==> config.mk <==
export PLATFORM = sky130hd
export DESIGN_NAME = move_step_ctrl
export DESIGN_NICKNAME = d
export VERILOG_FILES = /design/src/rtl/move_step_ctrl_pkg.sv /design/src/rtl/move_step_ctrl_btn_sync.sv /design/src/rtl/move_step_ctrl.sv
export SDC_FILE = /design/constraint.sdc
export NUM_CORES = 1
export LEC_CHECK = 0
export ABC_AREA = 1
export CAP_MARGIN = 20
export CORE_MARGIN = 10
export CORE_UTILIZATION = 42
export CTS_CLUSTER_DIAMETER = 100
export DETAILED_ROUTE_END_ITERATION = 12
export GPL_TIMING_DRIVEN = 0
export PLACE_DENSITY = 0.67
export SYNTH_ARGS = -nofsm -noshare
export SYNTH_HDL_FRONTEND = slang
export SYNTH_SLANG_ARGS = --single-unit
==> constraint.sdc <==
create_clock -name clk -period 1.55 [get_ports clk]
set_input_delay 0.465 -clock clk [delete_from_list [all_inputs] [get_ports clk]]
set_output_delay 0.465 -clock clk [all_outputs]
set_load 0.1 [all_outputs]
==> src/rtl/move_step_ctrl_pkg.sv <==
// -----------------------------------------------------------------------------
// move_step_ctrl_pkg
// Shared definitions for the cube coordinate step controllers (X and Y axis):
//   - state_t          : step-controller FSM state encoding
//   - DEF_HOLD_FRAMES  : default frame ticks from first step to auto-repeat
//   - DEF_STEP_FRAMES  : default frame ticks between auto-repeat steps
//   - frame_cnt_width(): width of a saturating frame counter able to reach
//                        max(hold, step)
// -----------------------------------------------------------------------------
package move_step_ctrl_pkg;

  typedef enum logic [2:0] {
    ST_IDLE,
    ST_FIRST,
    ST_DELAY,
    ST_REPEAT,
    ST_LOAD,
    ST_WAITREL
  } state_t;

  localparam int DEF_HOLD_FRAMES = 20;
  localparam int DEF_STEP_FRAMES = 4;

  function automatic int frame_cnt_width(input int hold_frames, input int step_frames);
    return $clog2(((hold_frames > step_frames) ? hold_frames : step_frames) + 1);
  endfunction

endpackage

==> src/rtl/move_step_ctrl_btn_sync.sv <==
// -----------------------------------------------------------------------------
// move_step_ctrl_btn_sync
// Multi-flop synchronizer for one raw push-button level.
// Ports:
//   clk   : system clock
//   rst_n : asynchronous active-low clear
//   din   : raw asynchronous button level
//   dout  : level synchronized to clk, STAGES edges later
// -----------------------------------------------------------------------------
module move_step_ctrl_btn_sync #(
  parameter int STAGES = 2
) (
  input  logic clk,
  input  logic rst_n,
  input  logic din,
  output logic dout
);

  logic [STAGES-1:0] q;

  // NOTE: synchronizer flops are cleared on reset so a button held through
  // reset is seen as a fresh press once it propagates through the chain.
  always_ff @(posedge clk or negedge rst_n) begin
    if (!rst_n) begin
      q <= '0;
    end else begin
      q <= {q[STAGES-2:0], din};
    end
  end

  assign dout = q[STAGES-1];

endmodule

==> src/rtl/move_step_ctrl.sv <==
// -----------------------------------------------------------------------------
// move_step_ctrl
// Turns raw push-buttons into single-cycle UP / DW / LD strobes for the
// loadable 16-bit Y-coordinate counter. A press gives one immediate step;
// holding gives auto-repeat paced by frame ticks. Counter limit flags block
// motion past the ends so the coordinate never wraps.
// Ports:
//   clk        : system clock, rising edge
//   reset      : asynchronous active-low reset
//   btnU/D/C   : raw up / down / load buttons (async, active-high)
//   frame_tick : one-clk pulse per video frame
//   at_top     : counter at upper bound, blocks UP
//   at_bottom  : counter at zero, blocks DW
//   UP/DW/LD   : registered, mutually exclusive one-clk strobes
//   moving     : high while a step sequence is in progress
// -----------------------------------------------------------------------------
module move_step_ctrl
  import move_step_ctrl_pkg::*;
#(
  parameter int SYNC_STAGES = 2,
  parameter int HOLD_FRAMES = DEF_HOLD_FRAMES,
  parameter int STEP_FRAMES = DEF_STEP_FRAMES
) (
  input  logic clk,
  input  logic reset,
  input  logic btnU,
  input  logic btnD,
  input  logic btnC,
  input  logic frame_tick,
  input  logic at_top,
  input  logic at_bottom,
  output logic UP,
  output logic DW,
  output logic LD,
  output logic moving
);

  localparam int CW = frame_cnt_width(HOLD_FRAMES, STEP_FRAMES);
  localparam logic [CW-1:0] CNT_MAX = '1;
  localparam logic [CW-1:0] HOLD_C  = CW'(HOLD_FRAMES);
  localparam logic [CW-1:0] STEP_C  = CW'(STEP_FRAMES);

  logic u, d, c;

  move_step_ctrl_btn_sync #(.STAGES(SYNC_STAGES)) u_sync_u (
    .clk(clk), .rst_n(reset), .din(btnU), .dout(u)
  );
  move_step_ctrl_btn_sync #(.STAGES(SYNC_STAGES)) u_sync_d (
    .clk(clk), .rst_n(reset), .din(btnD), .dout(d)
  );
  move_step_ctrl_btn_sync #(.STAGES(SYNC_STAGES)) u_sync_c (
    .clk(clk), .rst_n(reset), .din(btnC), .dout(c)
  );

  state_t        state;
  logic          dir;       // 1 = up, 0 = down; fixed for the whole press
  logic [CW-1:0] cnt;
  logic [CW-1:0] cnt_inc;
  logic          drop;      // active button released, or both directions held
  logic          step_up;
  logic          step_dw;

  always_comb begin
    cnt_inc = (cnt == CNT_MAX) ? cnt : cnt + 1'b1;
    drop    = (dir ? !u : !d) | (u & d);
    // A step blocked by a limit is simply lost; the timing is unaffected.
    step_up = dir & !at_top;
    step_dw = !dir & !at_bottom;
  end

  always_ff @(posedge clk or negedge reset) begin
    if (!reset) begin
      state  <= ST_IDLE;
      dir    <= 1'b0;
      cnt    <= '0;
      UP     <= 1'b0;
      DW     <= 1'b0;
      LD     <= 1'b0;
      moving <= 1'b0;
    end else begin
      // NOTE: strobes default low at every edge; a later non-blocking
      // assignment in the case below wins, giving exactly one-cycle pulses.
      UP <= 1'b0;
      DW <= 1'b0;
      LD <= 1'b0;
      case (state)
        ST_IDLE: begin
          if (c) begin
            state <= ST_LOAD;
          end else if (u ^ d) begin
            state  <= ST_FIRST;
            dir    <= u;
            moving <= 1'b1;
          end
        end
        ST_FIRST, ST_DELAY, ST_REPEAT: begin
          if (c) begin
            state  <= ST_LOAD;
            moving <= 1'b0;
          end else if (drop) begin
            state  <= ST_IDLE;
            moving <= 1'b0;
          end else if (state == ST_FIRST) begin
            UP    <= step_up;
            DW    <= step_dw;
            cnt   <= '0;
            state <= ST_DELAY;
          end else if (frame_tick) begin
            if (state == ST_DELAY) begin
              if (cnt_inc == HOLD_C) begin
                state <= ST_REPEAT;
                cnt   <= '0;
              end else begin
                cnt <= cnt_inc;
              end
            end else if (cnt_inc == STEP_C) begin
              UP  <= step_up;
              DW  <= step_dw;
              cnt <= '0;
            end else begin
              cnt <= cnt_inc;
            end
          end
        end
        ST_LOAD: begin
          LD    <= 1'b1;
          state <= ST_WAITREL;
        end
        ST_WAITREL: begin
          if (!(u | d | c)) state <= ST_IDLE;
        end
        default: begin
          state  <= ST_IDLE;
          moving <= 1'b0;
        end
      endcase
    end
  end

endmodule

==> run_results.csv <==
group,metric,value,unit
global_route,largest_net_degree_at_the_start_of_global_routing,20,
synth,yosysWarnings,0,
synth,netlist.top_cell.by_area,"sky130_fd_sc_hd__dfrtp_1",
sta,fin_hold_viols,0,
synth,ys.flop_type,"sky130_fd_sc_hd__dfrtp_1",
drt,met2RoutedLength,1.23,mm
critical_path,worstPathRequired,1790,ps
synth,post_synth_num_cell_types,24,
critical_path,critical_path.max_fanout,4,
clock_tree,cts_max_level,1,
pwr,power.static_leakage,0.647,nW
synth,syn_std_cell_area,0.00103,mm²
die,io_pins,12,
global_route,grtUsageTotal,9.09,%
synth,synthTopCellsByArea,"sky130_fd_sc_hd__dfrtp_1 (46%), sky130_fd_sc_hd__nand2_1 (12%), sky130_fd_sc_hd__nor2_1 (6.6%)",
die,die_y,69.5,µm
clock_tree,clk_pin_slew,110,ps
clock_tree,clock_tree_from_tritoncts,"done",
drt,via_count,953,
critical_path,cp-startpoint,"cnt[0]$_DFFE_PN0P_",
critical_path,rr_startpoint,"cnt[0]$_DFFE_PN0P_",
min_path,holdCritStartpoint,"u_sync_c.q[0]$_DFF_PN0_",
synth,syn_avg_cell_area,8.05,µm²
finish,multi_input_comb_area,551,µm²
die,core_region_area,0.00228,mm²
placement,detailedPlace.worstSlack,-374,ps
critical_path,criticalPathCategory,"reg2reg",
synth,synth_top_cell_area_share,46.1,%
critical_path,start_kind,"flop",
synth,netlist_top_cells_count,"sky130_fd_sc_hd__nand2_1 (32), sky130_fd_sc_hd__dfrtp_1 (19), sky130_fd_sc_hd__nor2_1 (18), sky130_fd_sc_hd__inv_1 (14), sky130_fd_sc_hd__nand3_1 (7)",
drt,routed_wire_length_per_instance,13.5,µm
synth,syn_nets,139,
sta,holdWs,359,ps
global_route,grt_first_pass_wirelength,3.73,mm
global_route,grt_overflow,0,
sta,finalCriticalPeriod,1590,ps
critical_path,r2r_end,"DW$_DFF_PN0_",
run_status,violated_checks,"setup timing",
placement,dp_hpwl,1.63,mm
critical_path,critPathArrivalTime,1830,ps
finish,nNetsFinal,167,
clock_tree,clk_buf_depth,2,
drt,postRouteWirelength,2.47,mm
die,die_width,69.5,µm
placement,place_congestion,0.798,
synth,synth_enable_flop_cells,0,
drt,ant_nets,0,
critical_path,setup_crit_end,"DW$_DFF_PN0_",
synth,ffs_w_async_s_r_synth,100,%
clock_tree,clock_tree_root,"sky130_fd_sc_hd__clkbuf_4",
critical_path,worst-r2r-setup-slack,-40,ps
critical_path,worst_r2r_path_depth,8,
finish,antenna_cells_inserted,0,
drt,wl_met1,1.08,mm
pwr,peakVddDrop,0.00106,V
finish,area_growth_syn_to_layout,32.0,%
synth,syn-instance-count,128,
sta,final-setup-viol-count,2,
pwr,power_density_over_cell_area,1410,mW/mm²
job,drv_cap,0,
synth,synthMostInstantiatedCell,"sky130_fd_sc_hd__nand2_1",
min_path,worstHoldPathType,"reg2reg",
sta,setup_slack,-41.0,ps
sta,clock_skew,8.47,ps
placement,port_buffers,11,
die,floorplan.initialDensity,45.3,%
die,rows,17,
drt,remaining_drc_errors,0,
clock_tree,clk_latency,300,ps
drt,met3WireLength,133,µm
clock_tree,numCtsBuffers,3,
drt,detail_route.iter0.violations,55,
synth,synth_seq_area_share,46.1,%
sta,finalMaxSlewViolations,0,
finish,final-seq-area,478,µm²
die,fp.dieArea,0.00484,mm²
drt,highest_layer,"met4",
finish,fillCellCount,190,
sta,max_clock_freq,629,MHz
clock_tree,holdBufCountCts,0,
sta,rsz_0062_raised_after_global_routing,"true",
drt,via_per_inst,5.21,
global_route,number_of_antenna_violations_at_the_first_check_in_global_routing,0,
sta,worst-slew-pin-transition,872,ps
run_status,outcome,"complete, but fails checks",
sta,relSlewSlack,41.7,%
clock_tree,cts_num_sinks,19,
synth,synth-seq-cells,19,
finish,drive_above_1_share,33.5,%
drt,drt-pass1-iter-count,5,
critical_path,worst_setup_path_end_kind,"flop",
global_route,grt_pass1_vias,869,
sta,crit_share_post_route,103,%
==> per-stage QoR <==
step / instance area (µm²) / cells / power (W) / TNS [ps] / utilization [%]
after detailed placement: 1180 / 167 / 0.00148 / -2600 / 51.7
final: 1360 / 183 / 0.00191 / -57.9 / 59.8
after floorplan: 1030 / 128 / 0.00129 / 0 / -
after global routing: 1360 / 183 / 0.00205 / -430 / 59.8
after CTS: 1210 / 173 / 0.00175 / 0 / 53.1
after global placement: 1180 / 167 / 0.00145 / -1950 / 51.7
==> where the power goes <==
| group | leakage (nW) | internal, W | switching, W |
|---|---|---|---|
| combinational | 0.394 | 0.000335 | 0.000625 |
| sequential | 0.240 | 0.000593 | 0.0000972 |
| clock | 0.0139 | 0.0000982 | 0.000165 |
| total | 0.647 | 0.00103 | 0.000887 |
==> cell type report <==
class,instances,share of cell area [%]
inverter,19,5.42
clock inverter,1,0.551
timing repair buffer,23,14.2
sequential,19,35.1
tap,28,2.57
multi-input combinational,90,40.4
clock buffer,3,1.65
==> worst min-delay path by stage <==
stage | end | cells after the start | slack, ps
global placement | u_sync_c.q[1]$_DFF_PN0_ | 0 | 330
CTS | u_sync_c.q[1]$_DFF_PN0_ | 0 | 360
finish | u_sync_c.q[1]$_DFF_PN0_ | 0 | 360
floorplan | DW$_DFF_PN0_ | 0 | 170
detailed placement | u_sync_c.q[1]$_DFF_PN0_ | 0 | 340
global route | u_sync_d.q[1]$_DFF_PN0_ | 0 | 370
==> cells by family (layout without fill, tap and decap cells) <==
logic type               count (synthesis)  after routing  synth area share, %
AND/OR/NAND/NOR                         74             74                 36.2
flip-flops                              19             19                 46.1
buffers and inverters                   19             46                 7.16
AO/OA/AOI/OAI                           13             13                 6.92
adder cells (fa/ha/maj)                  3              3                 3.64
==> state kept, by name, indices dropped and copies added (netlist names) <==
signal      count
LD              1
u_sync_c.q      2
UP              1
dir             1
cnt             5
moving          1
DW              1
state           3
u_sync_d.q      2
u_sync_u.q      2
==> critical path: stages (launching register included) <==
cell and delay, ps:
sky130_fd_sc_hd__dfrtp_1 380, sky130_fd_sc_hd__ha_2 210, sky130_fd_sc_hd__nand4_1 190, sky130_fd_sc_hd__nand2_1 170, sky130_fd_sc_hd__inv_2 50, sky130_fd_sc_hd__nor2_2 120
sky130_fd_sc_hd__nand3_1 140, sky130_fd_sc_hd__buf_6 150, sky130_fd_sc_hd__a21oi_2 120
==> timing repair <==
action | in CTS | in global routing
setup endpoints to repair | 7 | 8
setup buffers | 2 | 10
gates resized for setup | 23 | 24
pin swaps | 1 | 16
hold endpoints to repair | 0 | 0
==> cell usage in the layout (no fill, tap or decap), types with 2 or more instances in the layout <==
cell	count
sky130_fd_sc_hd__a21oi_1	2
sky130_fd_sc_hd__a21oi_2	2
sky130_fd_sc_hd__buf_4	12
sky130_fd_sc_hd__clkbuf_4	6
sky130_fd_sc_hd__clkdlybuf4s50_1	7
sky130_fd_sc_hd__dfrtp_1	17
sky130_fd_sc_hd__dfrtp_2	2
sky130_fd_sc_hd__ha_2	2
sky130_fd_sc_hd__inv_1	13
sky130_fd_sc_hd__inv_2	5
sky130_fd_sc_hd__nand2_1	29
sky130_fd_sc_hd__nand2_2	4
sky130_fd_sc_hd__nand3_1	6
sky130_fd_sc_hd__nand3_4	2
sky130_fd_sc_hd__nand4_1	4
sky130_fd_sc_hd__nor2_1	14
sky130_fd_sc_hd__nor2_2	3
sky130_fd_sc_hd__nor2_4	5
sky130_fd_sc_hd__o21ai_0	2
sky130_fd_sc_hd__o21ai_1	2
sky130_fd_sc_hd__o22ai_1	4
==> layer usage <==
metal / GRT usage, % / vias up
li1: - / 462
met1: 11.0 / 453
met2: 14.3 / 34
met3: 3.71 / 4
met4: 2.66 / 0
met5: 0 / -
Note: power is estimated with default switching activity, not from simulation.
